**src/rtl/mac_dot_product_sequencer_pkg.sv**
```systemverilog
// Shared definitions for the dot-product sequencer: the FSM state encoding
// and the minimum spacing between accumulator command pulses.
package mac_dot_product_sequencer_pkg;

   // Sequencer FSM states.
   typedef enum logic [2:0] {
      ST_IDLE      = 3'd0,
      ST_RUN       = 3'd1,
      ST_RETURN    = 3'd2,
      ST_WAIT_DONE = 3'd3,
      ST_OUT       = 3'd4
   } seq_state_e;

   // The accumulator needs at least this many cycles between the rising
   // edges of two command pulses (oMAC/oRET), i.e. one idle cycle between them.
   localparam int MIN_PULSE_SPACING = 2;

   // Width of the spacing down-counter, kept at least one bit wide.
   function automatic int gap_width(input int spacing);
      gap_width = (spacing > 2) ? $clog2(spacing) : 1;
   endfunction

endpackage

```
**src/rtl/mac_dot_product_sequencer_sync_fifo.sv**
```systemverilog
// Small synchronous FIFO for the operand pairs. The head entry is read
// combinationally so a pair written into an empty FIFO can be popped on
// the very next clock edge.
module sync_fifo #(
   parameter int WIDTH = 32,
   parameter int DEPTH = 4
) (
   input  logic             iClk,
   input  logic             iRst,
   input  logic             iPush,
   input  logic [WIDTH-1:0] iData,
   input  logic             iPop,
   output logic [WIDTH-1:0] oData,
   output logic             oFull,
   output logic             oEmpty
);

   localparam int AW = (DEPTH > 1) ? $clog2(DEPTH) : 1;
   localparam logic [AW:0] FULL_COUNT = (AW+1)'(DEPTH);

   logic [WIDTH-1:0] mem_q [DEPTH];
   logic [AW-1:0]    wr_ptr_q, wr_ptr_d;
   logic [AW-1:0]    rd_ptr_q, rd_ptr_d;
   logic [AW:0]      count_q, count_d;
   logic             push_ok;
   logic             pop_ok;

   assign oFull   = (count_q == FULL_COUNT);
   assign oEmpty  = (count_q == '0);
   assign push_ok = iPush && !oFull;
   assign pop_ok  = iPop && !oEmpty;
   assign oData   = mem_q[rd_ptr_q];

   // Next pointer/count values; DEPTH is a power of two so pointers wrap freely.
   always_comb begin
      wr_ptr_d = wr_ptr_q;
      rd_ptr_d = rd_ptr_q;
      count_d  = count_q;
      if (push_ok) begin
         wr_ptr_d = wr_ptr_q + AW'(1);
      end
      if (pop_ok) begin
         rd_ptr_d = rd_ptr_q + AW'(1);
      end
      case ({push_ok, pop_ok})
         2'b10:   count_d = count_q + (AW+1)'(1);
         2'b01:   count_d = count_q - (AW+1)'(1);
         default: count_d = count_q;
      endcase
   end

   // Pointer and occupancy registers.
   always_ff @(posedge iClk or negedge iRst) begin
      if (!iRst) begin
         wr_ptr_q <= '0;
         rd_ptr_q <= '0;
         count_q  <= '0;
      end else begin
         wr_ptr_q <= wr_ptr_d;
         rd_ptr_q <= rd_ptr_d;
         count_q  <= count_d;
      end
   end

   // Storage array; contents need no reset because occupancy gates every read.
   always_ff @(posedge iClk) begin
      if (push_ok) begin
         mem_q[wr_ptr_q] <= iData;
      end
   end

endmodule

```
**src/rtl/mac_dot_product_sequencer.sv**
```systemverilog
// Master-side driver for a multiply-accumulator: buffers signed operand
// pairs, issues one accumulate pulse per pair, then a return pulse, waits
// for done and offers the captured sum on a valid/ready result port.
module mac_dot_product_sequencer
   import mac_dot_product_sequencer_pkg::*;
#(
   parameter int INPUT_LENGTH  = 16,
   parameter int OUTPUT_LENGTH = 32,
   parameter int FIFO_DEPTH    = 4,
   parameter int LEN_WIDTH     = 8
) (
   input  logic                     iClk,
   input  logic                     iRst,
   input  logic                     iStart,
   input  logic [LEN_WIDTH-1:0]     iLen,
   input  logic [INPUT_LENGTH-1:0]  iA,
   input  logic [INPUT_LENGTH-1:0]  iB,
   input  logic                     iValid,
   output logic                     oAccept,
   output logic [INPUT_LENGTH-1:0]  oMacA,
   output logic [INPUT_LENGTH-1:0]  oMacB,
   output logic                     oMAC,
   output logic                     oRET,
   input  logic                     iMacReady,
   input  logic                     iMacDone,
   input  logic [OUTPUT_LENGTH-1:0] iMacRes,
   output logic [OUTPUT_LENGTH-1:0] oRes,
   output logic                     oResValid,
   input  logic                     iResReady,
   output logic                     oBusy
);

   localparam int GAP_W = gap_width(MIN_PULSE_SPACING);
   localparam logic [GAP_W-1:0] GAP_RELOAD = GAP_W'(MIN_PULSE_SPACING - 1);

   seq_state_e                 state_q, state_d;
   logic [LEN_WIDTH-1:0]       len_q, len_d;
   logic [LEN_WIDTH-1:0]       rcvd_q, rcvd_d;
   logic [LEN_WIDTH-1:0]       issued_q, issued_d;
   logic [GAP_W-1:0]           gap_q, gap_d;
   logic                       mac_q, mac_d;
   logic                       ret_q, ret_d;
   logic [INPUT_LENGTH-1:0]    maca_q, maca_d;
   logic [INPUT_LENGTH-1:0]    macb_q, macb_d;
   logic [OUTPUT_LENGTH-1:0]   res_q, res_d;
   logic                       resvalid_q, resvalid_d;

   logic                       fifo_full;
   logic                       fifo_empty;
   logic [2*INPUT_LENGTH-1:0]  fifo_head;
   logic                       push;
   logic                       issue;
   logic                       gap_ok;

   // Accept only while running, with room, and until len pairs have arrived.
   assign oAccept = (state_q == ST_RUN) && !fifo_full && (rcvd_q < len_q);
   assign push    = iValid && oAccept;

   // Command pulses must be separated by the accumulator's minimum spacing.
   assign gap_ok  = (gap_q == '0);
   assign issue   = (state_q == ST_RUN) && !fifo_empty && (issued_q < len_q)
                    && iMacReady && gap_ok;

   sync_fifo #(
      .WIDTH (2*INPUT_LENGTH),
      .DEPTH (FIFO_DEPTH)
   ) u_pair_fifo (
      .iClk   (iClk),
      .iRst   (iRst),
      .iPush  (push),
      .iData  ({iA, iB}),
      .iPop   (issue),
      .oData  (fifo_head),
      .oFull  (fifo_full),
      .oEmpty (fifo_empty)
   );

   assign oMAC      = mac_q;
   assign oRET      = ret_q;
   assign oMacA     = maca_q;
   assign oMacB     = macb_q;
   assign oRes      = res_q;
   assign oResValid = resvalid_q;
   assign oBusy     = (state_q != ST_IDLE);

   // Next-state logic for the FSM, counters, pulses and result capture.
   always_comb begin
      state_d    = state_q;
      len_d      = len_q;
      rcvd_d     = push  ? (rcvd_q + LEN_WIDTH'(1))   : rcvd_q;
      issued_d   = issue ? (issued_q + LEN_WIDTH'(1)) : issued_q;
      mac_d      = issue;
      ret_d      = 1'b0;
      maca_d     = issue ? fifo_head[2*INPUT_LENGTH-1:INPUT_LENGTH] : maca_q;
      macb_d     = issue ? fifo_head[INPUT_LENGTH-1:0]              : macb_q;
      res_d      = res_q;
      resvalid_d = resvalid_q;

      // A pulse reloads the spacing counter; otherwise it drains to zero.
      if (issue) begin
         gap_d = GAP_RELOAD;
      end else if (gap_q != '0) begin
         gap_d = gap_q - GAP_W'(1);
      end else begin
         gap_d = gap_q;
      end

      case (state_q)
         ST_IDLE: begin
            if (iStart) begin
               len_d    = iLen;
               rcvd_d   = '0;
               issued_d = '0;
               state_d  = (iLen == '0) ? ST_RETURN : ST_RUN;
            end
         end
         ST_RUN: begin
            // All pairs issued: the last oMAC is high during this cycle.
            if (issued_q == len_q) begin
               state_d = ST_RETURN;
            end
         end
         ST_RETURN: begin
            if (iMacReady && gap_ok && !mac_q) begin
               ret_d   = 1'b1;
               state_d = ST_WAIT_DONE;
            end
         end
         ST_WAIT_DONE: begin
            if (iMacDone) begin
               res_d      = iMacRes;
               resvalid_d = 1'b1;
               state_d    = ST_OUT;
            end
         end
         ST_OUT: begin
            if (iResReady) begin
               resvalid_d = 1'b0;
               state_d    = ST_IDLE;
            end
         end
         default: begin
            state_d = ST_IDLE;
         end
      endcase
   end

   // State registers; reset aborts any operation immediately.
   always_ff @(posedge iClk or negedge iRst) begin
      if (!iRst) begin
         state_q    <= ST_IDLE;
         len_q      <= '0;
         rcvd_q     <= '0;
         issued_q   <= '0;
         gap_q      <= '0;
         mac_q      <= 1'b0;
         ret_q      <= 1'b0;
         maca_q     <= '0;
         macb_q     <= '0;
         res_q      <= '0;
         resvalid_q <= 1'b0;
      end else begin
         state_q    <= state_d;
         len_q      <= len_d;
         rcvd_q     <= rcvd_d;
         issued_q   <= issued_d;
         gap_q      <= gap_d;
         mac_q      <= mac_d;
         ret_q      <= ret_d;
         maca_q     <= maca_d;
         macb_q     <= macb_d;
         res_q      <= res_d;
         resvalid_q <= resvalid_d;
      end
   end

endmodule

```
**config.mk**
```make
export PLATFORM = sky130hd
export DESIGN_NAME = mac_dot_product_sequencer
export DESIGN_NICKNAME = d
export VERILOG_FILES = /design/src/rtl/mac_dot_product_sequencer_pkg.sv /design/src/rtl/mac_dot_product_sequencer_sync_fifo.sv /design/src/rtl/mac_dot_product_sequencer.sv
export SDC_FILE = /design/constraint.sdc
export NUM_CORES = 1
export LEC_CHECK = 0
export ABC_AREA = 1
export BUFFER_PORTS_ARGS = -buffer_cell sky130_fd_sc_hd__clkbuf_2
export CAP_MARGIN = 20
export CORE_MARGIN = 2
export CORE_UTILIZATION = 45
export DETAILED_ROUTE_END_ITERATION = 8
export PLACE_DENSITY_LB_ADDON = 0.15
export SYNTH_ARGS = -nofsm -noshare
export SYNTH_HDL_FRONTEND = slang
export SYNTH_SLANG_ARGS = --single-unit
```
**constraint.sdc**
```tcl
create_clock -name iClk -period 4.81 [get_ports iClk]
set_input_delay 0 -clock iClk [delete_from_list [all_inputs] [get_ports iClk]]
set_output_delay 0 -clock iClk [all_outputs]
set_load 0.005 [all_outputs]
```
; Word level (Yosys, flattened, before mapping)
; Memory sizes are Yosys's and may differ from the RTL's. A register that Yosys moved wholly into a read port is not among the register bits.
; Index checks and enable logic that the tools add are counted.
[word_totals]
reg_bits = 70
ramBits = 128
out_inout_bits = 69
mem_count = 1
[classes]
addsub = 7
n_lt_le_gt_ge = 2
n_eq_ne = 13
muxes = 23
bitwise_logic = 1
n_reduce_logical = 25
[mem_list]
columns = name, words, word_bits, read_ports, rd_clocked_by_memory_dff, write_ports, line_no
row1 = u_pair_fifo.mem_q, 4, 32, 1, 1, 1, mac_dot_product_sequencer_sync_fifo.sv:21  ; logic [WIDTH-1:0] mem_q [DEPTH];
[ops]
columns = cell, count
row1 = $mux W8, 6
row2 = $add A8 B1 Y8 const B, 2
row3 = $lt A8 B8 Y1, 2
row4 = $mux W3, 5
row5 = $pmux W3 S5, 1
row6 = $logic_and A1 B1 Y1, 11
row7 = $eq A8 B8 Y1, 1
row8 = $logic_not A8 Y1, 1
row9 = $mux W1, 8
row10 = $ne A2 B2 Y1 const B, 4
row11 = $eq A3 B2 Y1 const B, 2
row12 = $eq A3 B3 Y1 const B, 2
row13 = $logic_not A3 Y1, 2
row14 = $pmux W3 S2, 1
row15 = $reduce_and A5 Y1, 1
row16 = $add A2 B1 Y2 const B, 2
row17 = $logic_not A1 Y1, 4
row18 = $reduce_and A2 Y1, 2
row19 = $reduce_bool A2 Y1, 2
row20 = $add A3 B1 Y3 const B, 1
row21 = $eq A3 B1 Y1 const B, 1
row22 = $reduce_and A3 Y1, 1
row23 = $reduce_bool A3 Y1, 1
row24 = $sub A3 B1 Y3 const B, 1
row25 = other kinds (7), 7

; Depth between registers and ports, before layout
; Gate-level depths: netlist of run 1.
[logic_depth]
depth_word = 9
mapped_depth = 16
depth_no_buf = 15

; Cells and area by module
; Synthesis of run 1 repeated with hierarchy kept, for this count alone.
[unflattened]
cells_unflattened = 922
hier_area_um2 = 9989.6
[by_module_without_submodules]
columns = mod, instances, cells_each, area_each_um2, seq_area_each_um2
row1 = sync_fifo, 1, 435, 5572.8, 4018.9
row2 = mac_dot_product_sequencer, 1, 487, 4416.7, 2352.3

; Worst setup path before layout of run 1
; Ideal clock, no wire load.
[synth_path]
kind = reg-to-reg
from = reg rcvd_q[5]
to = mem u_pair_fifo.mem_q[0][0] (enable)
setup_time_ps = 421
arrival_ps = 2736
setup_slack_ps = 1652
stages_incl_launch_ff = 10
path_buffers = 1
period_less_slack_ps = 3158
path_cell_list = dfrtp_1 -> ha_1 -> nand2_1 -> nand2_1 -> nand2_1 -> nand2_1 -> nor2_4 -> nand3_4 -> buf_6 -> nor2_1
[synth_between]
elab_chain_len = 6
[synth_rtl]
columns = item, line_no
row1 = from (decl), mac_dot_product_sequencer.sv:38  ; logic [LEN_WIDTH-1:0] rcvd_q, rcvd_d;
row2 = from (signal assigned), mac_dot_product_sequencer.sv:165  ; rcvd_q <= rcvd_d;
row3 = $lt A8 B8 Y1, mac_dot_product_sequencer.sv:56  ; assign oAccept = (state_q == ST_RUN) && !fifo_full && (rcvd_q < len_q);
row4 = $logic_and A1 B1 Y1, mac_dot_product_sequencer.sv:56
row5 = $logic_and A1 B1 Y1, mac_dot_product_sequencer.sv:57  ; assign push = iValid && oAccept;
row6 = $logic_and A1 B1 Y1, mac_dot_product_sequencer_sync_fifo.sv:30  ; assign push_ok = iPush && !oFull;
row7 = $mux W1, mac_dot_product_sequencer_sync_fifo.sv:67  ; if (push_ok) begin
row8 = $mux W1 (not written as such), mac_dot_product_sequencer_sync_fifo.sv:68  ; mem_q[wr_ptr_q] <= iData;
row9 = to (decl), mac_dot_product_sequencer_sync_fifo.sv:21
; No other way between the ends.

; Worst setup path in the final report of run 1
[layout_path]
from = reg issued_q[6]
to = reg u_pair_fifo.count_q[2]
[layout_between]
elab_chain_len = 7
word_cells_on_any_way = 9
classes_between = 1 x order compare / 2 x eq/ne / 1 x mux / 5 x reduce/logical
[layout_rtl]
columns = item, line_no
row1 = from (decl), mac_dot_product_sequencer.sv:39  ; logic [LEN_WIDTH-1:0] issued_q, issued_d;
row2 = from (signal assigned), mac_dot_product_sequencer.sv:166  ; issued_q <= issued_d;
row3 = $lt A8 B8 Y1 *, mac_dot_product_sequencer.sv:61  ; assign issue = (state_q == ST_RUN) && !fifo_empty && (issued_q < len_q)
row4 = $logic_and A1 B1 Y1 *, mac_dot_product_sequencer.sv:61
row5 = $logic_and A1 B1 Y1 * (2 in a row), mac_dot_product_sequencer.sv:62  ; && iMacReady && gap_ok;
row6 = $logic_and A1 B1 Y1 *, mac_dot_product_sequencer_sync_fifo.sv:31  ; assign pop_ok = iPop && !oEmpty;
row7 = $eq A2 B1 Y1 or $eq A2 B2 Y1 (tied branches), mac_dot_product_sequencer_sync_fifo.sv:45  ; case ({push_ok, pop_ok})
row8 = $pmux W3 S2 or $reduce_bool A2 Y1 (tied branches), -
row9 = to (signal assigned), mac_dot_product_sequencer_sync_fifo.sv:61  ; count_q <= count_d;
row10 = to (decl), mac_dot_product_sequencer_sync_fifo.sv:24  ; logic [AW:0] count_q, count_d;
; Mark *: on every way between the ends. The rest lies on a longest branch, timed or not.
; A chain may end at the register's enable or synchronous reset.

==> results of run 1 <==
logic make-up after synthesis:
| logic type | Yosys count | share of synthesized area |
|---|---|---|
| adders and majority gates | 23 | 0.0309 |
| xor gates and xnor gates | 6 | 0.00549 |
| DFF | 229 | 0.666 |
| buffers and inverters | 101 | 0.0453 |
| muxes | 32 | 0.0377 |
| AOI/OAI and AO/OA | 100 | 0.0667 |
| and+or+nand+nor | 348 | 0.148 |
final cells by class:
class | count | area share
Multi-Input combinational cell | 509 | 0.228
Sequential cell | 229 | 0.521
Clock inverter | 14 | 0.0130
Timing Repair Buffer | 234 | 0.135
Inverter | 65 | 0.0199
Tap cell | 275 | 0.0281
Clock buffer | 32 | 0.0549
flip-flops by register name (all words and copies together) (netlist names):
name / count
u_pair_fifo.mem_q: 128
oRes: 32
oMacA: 16
oMacB: 16
issued_q: 8
len_q: 8
rcvd_q: 8
state_q: 3
u_pair_fifo.count_q: 3
u_pair_fifo.rd_ptr_q: 2
u_pair_fifo.wr_ptr_q: 2
gap_q: 1
oRET: 1
oResValid: 1
power by group through the flow:
stage               logic [mW]  clock network [mW]  registers, mW
floorplan                 1.34                   0           2.78
CTS                       2.03                1.96           2.82
finish                    2.10                1.92           2.75
global placement          1.95                   0           2.84
global route              2.39                2.04           2.81
detailed placement        1.97                   0           2.86
worst max-delay path: cells and delay by family, from the launching register on:
family | cells | cell delay (ns)
and+or+nand+nor | 5 | 0.76
adders and majority gates | 3 | 0.82
xor gates and xnor gates | 1 | 0.16
AOI/OAI and AO/OA | 2 | 0.27
buffers and inverters | 3 | 0.27
DFF | 1 | 0.44
placed cells by master, fill, tap and decap left out, types with 2 or more instances in the layout:
cell type      Yosys  routed
clkbuf_8           0       2
edfxtp_1         128     128
clkinv_2           0       6
dfrtp_2            0       2
o21ai_0           51      51
xor2_1             5       5
nand2_1          179     179
nand3_1           14      14
dlygate4sd3_1      0      77
clkbuf_16          0      25
o32ai_1           32      32
nor2_4             3       7
clkbuf_1          17       5
inv_1             62      61
a21oi_1           10      10
buf_12             0       4
bufinv_16          0       3
nand3b_1           2       2
clkbuf_2           0     146
o21bai_1           6       6
mux2_2            32      32
nor3b_1            2       2
dfrtp_1          101      99
ha_1              22      22
buf_4              0       6
clkinv_1           1       4
nor3_1             2       2
inv_2              2       3
nor2_1           134     130
nand4_1            8       8
per-layer routing:
metal	track usage	vias to the layer above	part of all wire	routed length, um
li1	-	3296	-	-
met2	0.296	144	0.45	9170
met3	0.0314	33	0.047	946
met4	0.0458	0	0.019	392
met5	0	-	0	0
met1	0.248	3093	0.48	9690
Yosys cell counts, types with 3 or more instances:
cell and n:
a21oi_1 10, buf_2 13, buf_6 5, clkbuf_1 17, dfrtp_1 101, edfxtp_1 128
ha_1 22, inv_1 62, mux2_2 32, nand2_1 179, nand3_1 14, nand4_1 8
nor2_1 134, nor2_4 3, o21ai_0 51, o21bai_1 6, o32ai_1 32, xor2_1 5
worst max-delay path by stage:
stage | from | slack, ns | cells after the start | to
3_3_place_gp | len_q[7] | 2.02 | 9 | u_pair_fifo.mem_q[1][5]
4_1_cts | len_q[7] | 1.98 | 15 | u_pair_fifo.count_q[2]
2_1_floorplan | rcvd_q[5] | 1.65 | 9 | u_pair_fifo.mem_q[0][0]
3_5_place_dp | len_q[7] | 2.00 | 9 | u_pair_fifo.mem_q[3][5]
6_report | issued_q[6] | 1.95 | 14 | u_pair_fifo.count_q[2]
5_1_grt | len_q[7] | 1.71 | 15 | u_pair_fifo.count_q[2]
stage by stage:
step / hold slack (ns) / utilization / area (sq um)
6_report: 0.0353 / 0.584 / 12200
5_1_grt: 0.0796 / 0.584 / 12200
4_1_cts: 0.0190 / 0.579 / 12100
3_5_place_dp: 0.0930 / 0.502 / 10500
3_3_place_gp: 0.0948 / 0.502 / 10500
2_1_floorplan: -0.296 / - / 9560
==> flow_summary.json, run 1 <==
{
  "multi_input_area_sq_um": 2790,
  "htree_levels": 1,
  "reg2reg_to": "u_pair_fifo.count_q[2]",
  "area_growth_pct": 27.9,
  "ir_drop_mv": 0.301,
  "grt_max_degree": 66,
  "place.gp.congestion": 0.787,
  "min_to": "state_q[2]",
  "grt_first_pass_wirelength_um": 32000,
  "maxSlewViolCount": 0,
  "initial_utilization": 0.456,
  "drt-initial-drc-count": 422,
  "synth_cells": 839,
  "min_path_cells": 4,
  "postSynthAreaPerCell_sq_um": 11.4,
  "end_kind": "flop",
  "finalPower_mw": 6.77,
  "fp.dieW_um": 150,
  "slowest_delay_ns": 0.44,
  "skew_ns": 0.0151,
  "drt-wirelength-per-cell_um": 14.9,
  "synth_top_area_share": 0.402,
  "hold_class": "in2reg",
  "core_area_sq_um": 21000,
  "ant_nets": 0,
  "worstPathMaxFanout": 44,
  "firstDrtPassIters": 5,
  "drt_wl_total_um": 20200,
  "cts_made_buffers": 25,
  "drive_above_1_share": 0.224,
  "die_h_um": 150,
  "nNetsFinal": 1166,
  "ys_seq_area_frac": 0.666,
  "vias": 6566,
  "cp-start-kind": "flop",
  "combPwrFrac": 0.310,
  "ys_warn_count": 0,
  "intPower_mw": 4.56,
  "cts-root-buf": "clkbuf_16",
  "synth_seq_cells": 229,
  "ys.flop_type": "edfxtp_1",
  "outcome": "completed",
  "regArea_sq_um": 6370,
  "syn_nets": 941,
  "max_slew.worst_pin.slew_ns": 1.01,
  "track_usage": 0.179,
  "placedCellCount": 1230,
  "finalSetupTns_ns": 0,
  "hold_buffers": 77,
  "post_cts_buffers": 0,
  "r2r_start": "issued_q[6]",
  "cap_viol_max_count": 0,
  "diodes": 0,
  "cts-resized-gates": 0,
  "crit_chain": "ha_1 > nand2_1 > inv_1 > nand3_1 > nand3_1 > nor2_4 > nand2_4 > inv_2 > ha_1 > inv_1 > fa_1 > a21oi_1 > o21ai_0 > xor2_1",
  "leakagePower_nw": 5.40,
  "min_period_ns": 2.86,
  "stdcell_count": 1358,
  "maxSlewHeadroom": 0.328,
  "post-route-period-util": 0.594,
  "synth_area_leaders": "edfxtp_1, dfrtp_1, nand2_1, nor2_1, mux2_2",
  "r2r_cells": 14,
  "clockPowerShare": 0.283,
  "io_buffers": 147,
  "switching_power_mw": 2.21,
  "r2r_slack_ns": 1.95,
  "synthDistinctLibCells": 31,
  "cp_slowest_cell": "dfrtp_1",
  "netlist_area_sq_um": 9560,
  "rsz0062_at_grt": "no",
  "arrival_ns": 3.25,
  "fill_cells": 1755,
  "setup_violations": 0,
  "yosys.area.top_type": "edfxtp_1",
  "clock_path_buffers": 3,
  "antenna_found_initial": 0,
  "timing.fmax_ghz": 0.350,
  "viasPerCell": 4.84,
  "async_flop_share": 0.441,
  "hold_viol": 0,
  "p_sw_frac": 0.327,
  "synth_edf_count": 128,
  "clkLatencyLatePin_ns": 0.53,
  "rows": 53,
  "grt-ovfl-total": 0,
  "min_from": "iMacDone",
  "dp_slack_ns": 2.00,
  "dieArea_sq_um": 22400,
  "drcViolationCount": 0,
  "cts_tree": "done",
  "dp_hpwl_um": 11800,
  "cts.sink_count": 229,
  "worstSetupPathType": "reg2reg",
  "ioPinCount": 148,
  "pwr-share-seq": 0.407,
  "layout_setup_ws_ns": 1.95,
  "grt_pass1_vias": 6375,
  "crit_required_ns": 5.20,
  "p_per_area_nw_per_um2": 554,
  "path_clk_slew_ns": 0.06
}
Note: power is estimated with default switching activity, not from simulation.
==> inputs of run 2 (changes only) <==
--- a/config.mk
+++ b/config.mk
@@ -5,7 +5,7 @@
 export SDC_FILE = /design/constraint.sdc
 export NUM_CORES = 1
 export LEC_CHECK = 0
-export ABC_AREA = 1
+export ABC_AREA = 0
 export BUFFER_PORTS_ARGS = -buffer_cell sky130_fd_sc_hd__clkbuf_2
 export CAP_MARGIN = 20
 export CORE_MARGIN = 2
==> constraint.sdc (replaced) <==
create_clock -name iClk -period 2.45 [get_ports iClk]
set_input_delay 0 -clock iClk [delete_from_list [all_inputs] [get_ports iClk]]
set_output_delay 0 -clock iClk [all_outputs]
set_load 0.005 [all_outputs]
==> flow_summary.json, run 2 <==
{
  "largest-register": "u_pair_fifo.mem_q",
  "outcome": "completed",
  "min_from": "iB[5]",
  "vias": 5639,
  "regArea_sq_um": 6370,
  "dieArea_sq_um": 21500,
  "placedCellCount": 972,
  "async_flop_share": 0.441,
  "synthTopCellsByCount": "edfxtp_1, dfrtp_1, mux2_2",
  "synth_top_area_share": 0.419,
  "stdcell_count": 1107,
  "synth_edf_count": 128,
  "antenna_found_initial": 1,
  "setup_violations": 0,
  "viasPerCell": 5.09,
  "cts.sink_count": 229,
  "holdWs_ns": 0.247,
  "core_area_sq_um": 20100,
  "finalPower_mw": 14.4,
  "finalSetupTns_ns": 0,
  "firstDrtPassIters": 4,
  "drt-initial-drc-count": 225,
  "postSynthAreaPerCell_sq_um": 17.0,
  "arrival_ns": 2.83,
  "drive_above_1_share": 0.422,
  "r2r_slack_ns": 0.05,
  "rows": 52,
  "synth_seq_cells": 229,
  "post-route-period-util": 0.978,
  "min_period_ns": 2.40,
  "placed_cell_area_sq_um": 10600,
  "final_common_cell": "clkbuf_2",
  "multi_input_area_sq_um": 2710,
  "r2r_start": "rcvd_q[7]",
  "hold_class": "in2reg",
  "timing.fmax_ghz": 0.417,
  "place.gp.congestion": 0.838,
  "cts_made_buffers": 24,
  "netlist_area_sq_um": 9170,
  "cap_viol_max_count": 0,
  "die_h_um": 147,
  "maxSlewHeadroom": 0.641,
  "layout_setup_ws_ns": 0.0547,
  "io_buffers": 147,
  "ir_drop_mv": 0.642,
  "synth_cells": 539,
  "path_clk_slew_ns": 0.06,
  "ys_warn_count": 0,
  "fin_area_sq_um": 12300,
  "grt-ovfl-total": 0,
  "synthDistinctLibCells": 47,
  "fp.dieW_um": 147,
  "htree_levels": 1,
  "clock_path_buffers": 3,
  "ys.flop_type": "edfxtp_1",
  "max_slew.worst_pin.slew_ns": 0.538,
  "crit_required_ns": 2.89,
  "p_per_area_nw_per_um2": 1170,
  "maxSlewViolCount": 0,
  "final_util": 0.612,
  "syn_nets": 641,
  "rsz0062_at_grt": "yes",
  "drt_wl_total_um": 19400,
  "cts-root-buf": "clkbuf_16",
  "end_kind": "flop",
  "clkLatencyLatePin_ns": 0.51,
  "ioPinCount": 148,
  "min_to": "u_pair_fifo.mem_q[0][5]",
  "layout_common_cells": "clkbuf_2, edfxtp_1, dfrtp_1",
  "dp_hpwl_um": 12100,
  "cts_tree": "done",
  "drt-wirelength-per-cell_um": 17.5,
  "hold_viol": 0,
  "fill_cells": 1508,
  "r2r_cells": 12,
  "initial_utilization": 0.456,
  "grt_max_degree": 39,
  "drcViolationCount": 0,
  "reg2reg_to": "u_pair_fifo.count_q[2]",
  "worstSetupPathType": "reg2reg",
  "worstPathMaxFanout": 3,
  "yosys.area.top_type": "edfxtp_1",
  "leakagePower_nw": 5.07,
  "synth_area_leaders": "edfxtp_1, dfrtp_1, mux2_2, mux4_2, ha_1",
  "ys_seq_area_frac": 0.695,
  "ant_nets": 0,
  "nNetsFinal": 921,
  "grt_pass1_vias": 6069,
  "track_usage": 0.181,
  "skew_ns": 0.00827,
  "area_growth_pct": 34.3,
  "dp_slack_ns": -0.0655,
  "grt_first_pass_wirelength_um": 31000,
  "largest_reg_flops": 128,
  "cp-start-kind": "flop",
  "min_path_cells": 2,
  "synth_most_common_cell": "edfxtp_1"
}
-- run 2: changes by cell type in the layout (fill, tap and decap cells not counted), moves of 5 or more --
cell / previous run / this run
o32ai_1: 32 / 0
buf_4: 6 / 39
and3_1: 0 / 5
mux2i_1: 0 / 5
buf_12: 4 / 9
nor2_1: 130 / 8
nand2_1: 179 / 30
o21ai_0: 51 / 13
o21bai_1: 6 / 0
mux2_2: 32 / 65
inv_1: 61 / 15
mux4_2: 0 / 32
nor2_4: 7 / 1
-- run 2: per-layer routing --
layer / wire [um] / up-vias / global-route usage
met5: 0 / - / 0
met3: 1210 / 26 / 0.0416
li1: - / 2626 / -
met2: 9460 / 163 / 0.313
met1: 8310 / 2824 / 0.231
met4: 374 / 0 / 0.0505
-- run 2: final cells by class --
cell class / instances / share of cell area
antenna: 1 / 0.000203
clock buffer: 32 / 0.0537
clock inverter: 11 / 0.0116
inverter: 17 / 0.00518
multi-input combinational: 271 / 0.220
sequential: 229 / 0.518
tap: 270 / 0.0274
timing repair buffer: 276 / 0.165
-- run 2: report_power, final --
part           switching [mW]  leakage [nW]  internal [mW]  total, mW
logic                    2.32          2.29           2.68       5.00
registers               0.514          2.40           5.26       5.77
clock network            1.43         0.385           2.21       3.64
-- run 2: how the worst max path moves through the flow --
stage | start | slack, ns | to
floorplan | issued_q[5] | -0.12 | u_pair_fifo.count_q[2]
global placement | len_q[1] | 0.04 | u_pair_fifo.count_q[2]
detailed placement | len_q[7] | -0.07 | u_pair_fifo.count_q[2]
CTS | len_q[1] | -0.002 | oMacA[13]
global route | rcvd_q[7] | -0.05 | u_pair_fifo.count_q[2]
finish | rcvd_q[7] | 0.05 | u_pair_fifo.count_q[2]
-- run 2: critical path: stages, from the launching register on --
cell and delay [ns]:
dfrtp_1 0.41, ha_1 0.32, nand2_1 0.10, o2111ai_2 0.20, a21o_1 0.15, clkinv_1 0.10, nand2_2 0.11, ha_4 0.14
inv_1 0.05, fa_2 0.35, xor2_2 0.15, nor2_2 0.10, xor2_1 0.14
-- run 2: repair_timing --
action / 4_1_cts / 5_1_grt
hold buffers: 81 / 0
gates resized for setup: 7 / 9
setup buffers: 9 / 1
endpoints found under the hold margin: 277 / 0
pin swaps: 7 / 5
endpoints found under the setup margin: 1 / 35
-- run 2: cells by family after synthesis --
kind of cell	Yosys count	synth area share
and+or+nand+nor	92	0.0529
buffers and inverters	39	0.0184
AOI/OAI and AO/OA	48	0.0319
muxes	102	0.164
xor gates and xnor gates	6	0.00573
adders and majority gates	23	0.0322
DFF	229	0.695
==> inputs of run 3 (changes only) <==
--- a/config.mk
+++ b/config.mk
@@ -12,6 +12,9 @@
 export CORE_UTILIZATION = 45
 export DETAILED_ROUTE_END_ITERATION = 8
 export PLACE_DENSITY_LB_ADDON = 0.15
+export REMOVE_ABC_BUFFERS = 1
+export SKIP_CTS_REPAIR_TIMING = 1
 export SYNTH_ARGS = -nofsm -noshare
 export SYNTH_HDL_FRONTEND = slang
 export SYNTH_SLANG_ARGS = --single-unit
+export TNS_END_PERCENT = 5
==> flow_summary.json, run 3 (synthesis gave the netlist of run 2 again) <==
{
  "outcome": "completed",
  "dp_hpwl_um": 11900,
  "rsz0062_at_grt": "yes",
  "max_slew.worst_pin.slew_ns": 0.544,
  "r2r_start": "issued_q[3]",
  "skew_ns": 0.00932,
  "crit_required_ns": 2.89,
  "grt_max_degree": 61,
  "hold_class": "in2async",
  "maxSlewViolCount": 0,
  "viasPerCell": 5.06,
  "cts.sink_count": 229,
  "drcViolationCount": 0,
  "leakagePower_nw": 4.98,
  "layout_common_cells": "clkbuf_2, edfxtp_1, dfrtp_1",
  "startpoint": "issued_q[3]",
  "track_usage": 0.174,
  "firstDrtPassIters": 4,
  "area_growth_pct": 32.5,
  "place.gp.congestion": 0.795,
  "fp.dieW_um": 147,
  "initial_utilization": 0.456,
  "grt-ovfl-total": 0,
  "ioPinCount": 148,
  "r2r_cells": 10,
  "dp_slack_ns": 0.00609,
  "cts_tree": "done",
  "reg2reg_to": "u_pair_fifo.count_q[2]",
  "p_per_area_nw_per_um2": 1150,
  "die_h_um": 147,
  "grt_first_pass_wirelength_um": 29600,
  "worst-path-buf-inv": 1,
  "largest_reg_flops": 128,
  "nNetsFinal": 909,
  "rows": 52,
  "drt-wirelength-per-cell_um": 17.4,
  "drt_wl_total_um": 19000,
  "cap_viol_max_count": 0,
  "cp-start-kind": "flop",
  "hold_viol": 0,
  "largest-register": "u_pair_fifo.mem_q",
  "ir_drop_mv": 0.785,
  "ant_nets": 0,
  "end_kind": "flop",
  "vias": 5543,
  "stdcell_count": 1096,
  "cp_slowest_cell": "dfrtp_1",
  "crit_chain": "ha_1 > a21oi_1 > a21oi_2 > nor2_4 > ha_4 > inv_1 > fa_2 > xor2_1 > nor2_1 > xor2_1",
  "placedCellCount": 966,
  "path_clk_slew_ns": 0.06,
  "diodes": 0,
  "clkLatencyLatePin_ns": 0.53,
  "slowest_delay_ns": 0.44,
  "maxSlewHeadroom": 0.635,
  "timing.fmax_ghz": 0.426,
  "post-route-period-util": 0.958,
  "clock_path_buffers": 3,
  "path_depth": 10,
  "io_buffers": 147,
  "cpMostUsedCell": "xor2_1",
  "htree_levels": 1,
  "drt-initial-drc-count": 203,
  "antenna_found_initial": 0,
  "path_delay_family": "adder cells",
  "layout_setup_ws_ns": 0.103,
  "min_period_ns": 2.35,
  "endpoint": "u_pair_fifo.count_q[2]",
  "arrival_ns": 2.79,
  "cts-root-buf": "clkbuf_16",
  "r2r_slack_ns": 0.10,
  "worstSetupPathType": "reg2reg",
  "drive_above_1_share": 0.415,
  "setup_violations": 0,
  "grt_pass1_vias": 5456,
  "worstPathMaxFanout": 5,
  "cts_made_buffers": 25,
  "final_common_cell": "clkbuf_2",
  "core_area_sq_um": 20100,
  "dieArea_sq_um": 21500
}
==> run 3: cell count changes in the layout (fill, tap and decap cells not counted), moves of 2 or more <==
cell           previous run  this run
clkinvlp_4                2         0
clkinv_2                  2         5
dlygate4sd3_1            81        79
inv_2                     1         5
ha_1                     20        17
ha_4                      2         5
inv_1                    15        12
bufinv_16                 3         0
clkbuf_1                  5         8
buf_4                    39        30
==> run 3: metrics by stage <==
| step | hold slack [ns] | setup TNS, ns | util | power, mW | area (sq um) |
|---|---|---|---|---|---|
| finish | 0.00695 | 0 | 0.604 | 14.0 | 12200 |
| global route | 0.0486 | -0.194 | 0.604 | 14.9 | 12200 |
| CTS | -0.537 | -0.0105 | 0.559 | 14.0 | 11200 |
| detailed placement | 0.0231 | 0 | 0.522 | 10.5 | 10500 |
| global placement | 0.00558 | 0 | 0.522 | 10.4 | 10500 |
| floorplan | -0.296 | -27.91 | - | 8.49 | 9060 |
==> run 3: worst min path at each step <==
stage          from  endpoint  slack [ns]  cells past startpoint
2_1_floorplan  iRst     gap_q       -0.30                      0
3_3_place_gp   iRst  oRes[31]       0.006                      1
3_5_place_dp   iRst  oRes[31]        0.02                      1
4_1_cts        iRst  oRes[31]       -0.54                      1
5_1_grt        iRst   oRes[7]        0.05                      2
6_report       iRst  oRes[31]       0.007                      2
==> run 3: cell type report <==
type / instances / area, sq um
clock inverters: 11 / 63.8
multi-input cells: 271 / 2720
flip-flops and latches: 229 / 6370
clock buffers: 35 / 683
inverters: 17 / 63.8
well taps: 270 / 338
fillers: 1526 / 7950
repair buffers: 263 / 1910
==> run 3: layer usage <==
| metal | GRT usage | part of all wire | vias to the layer above |
|---|---|---|---|
| li1 | - | - | 2603 |
| met1 | 0.229 | 0.43 | 2768 |
| met2 | 0.297 | 0.50 | 147 |
| met3 | 0.0407 | 0.053 | 25 |
| met4 | 0.0403 | 0.018 | 0 |
| met5 | 0 | 0 | - |
==> run 3: power breakdown <==
group | switching (mW) | internal, mW | total (mW)
sequential | 0.586 | 5.26 | 5.85
clock | 1.45 | 1.95 | 3.40
combinational | 2.20 | 2.57 | 4.76
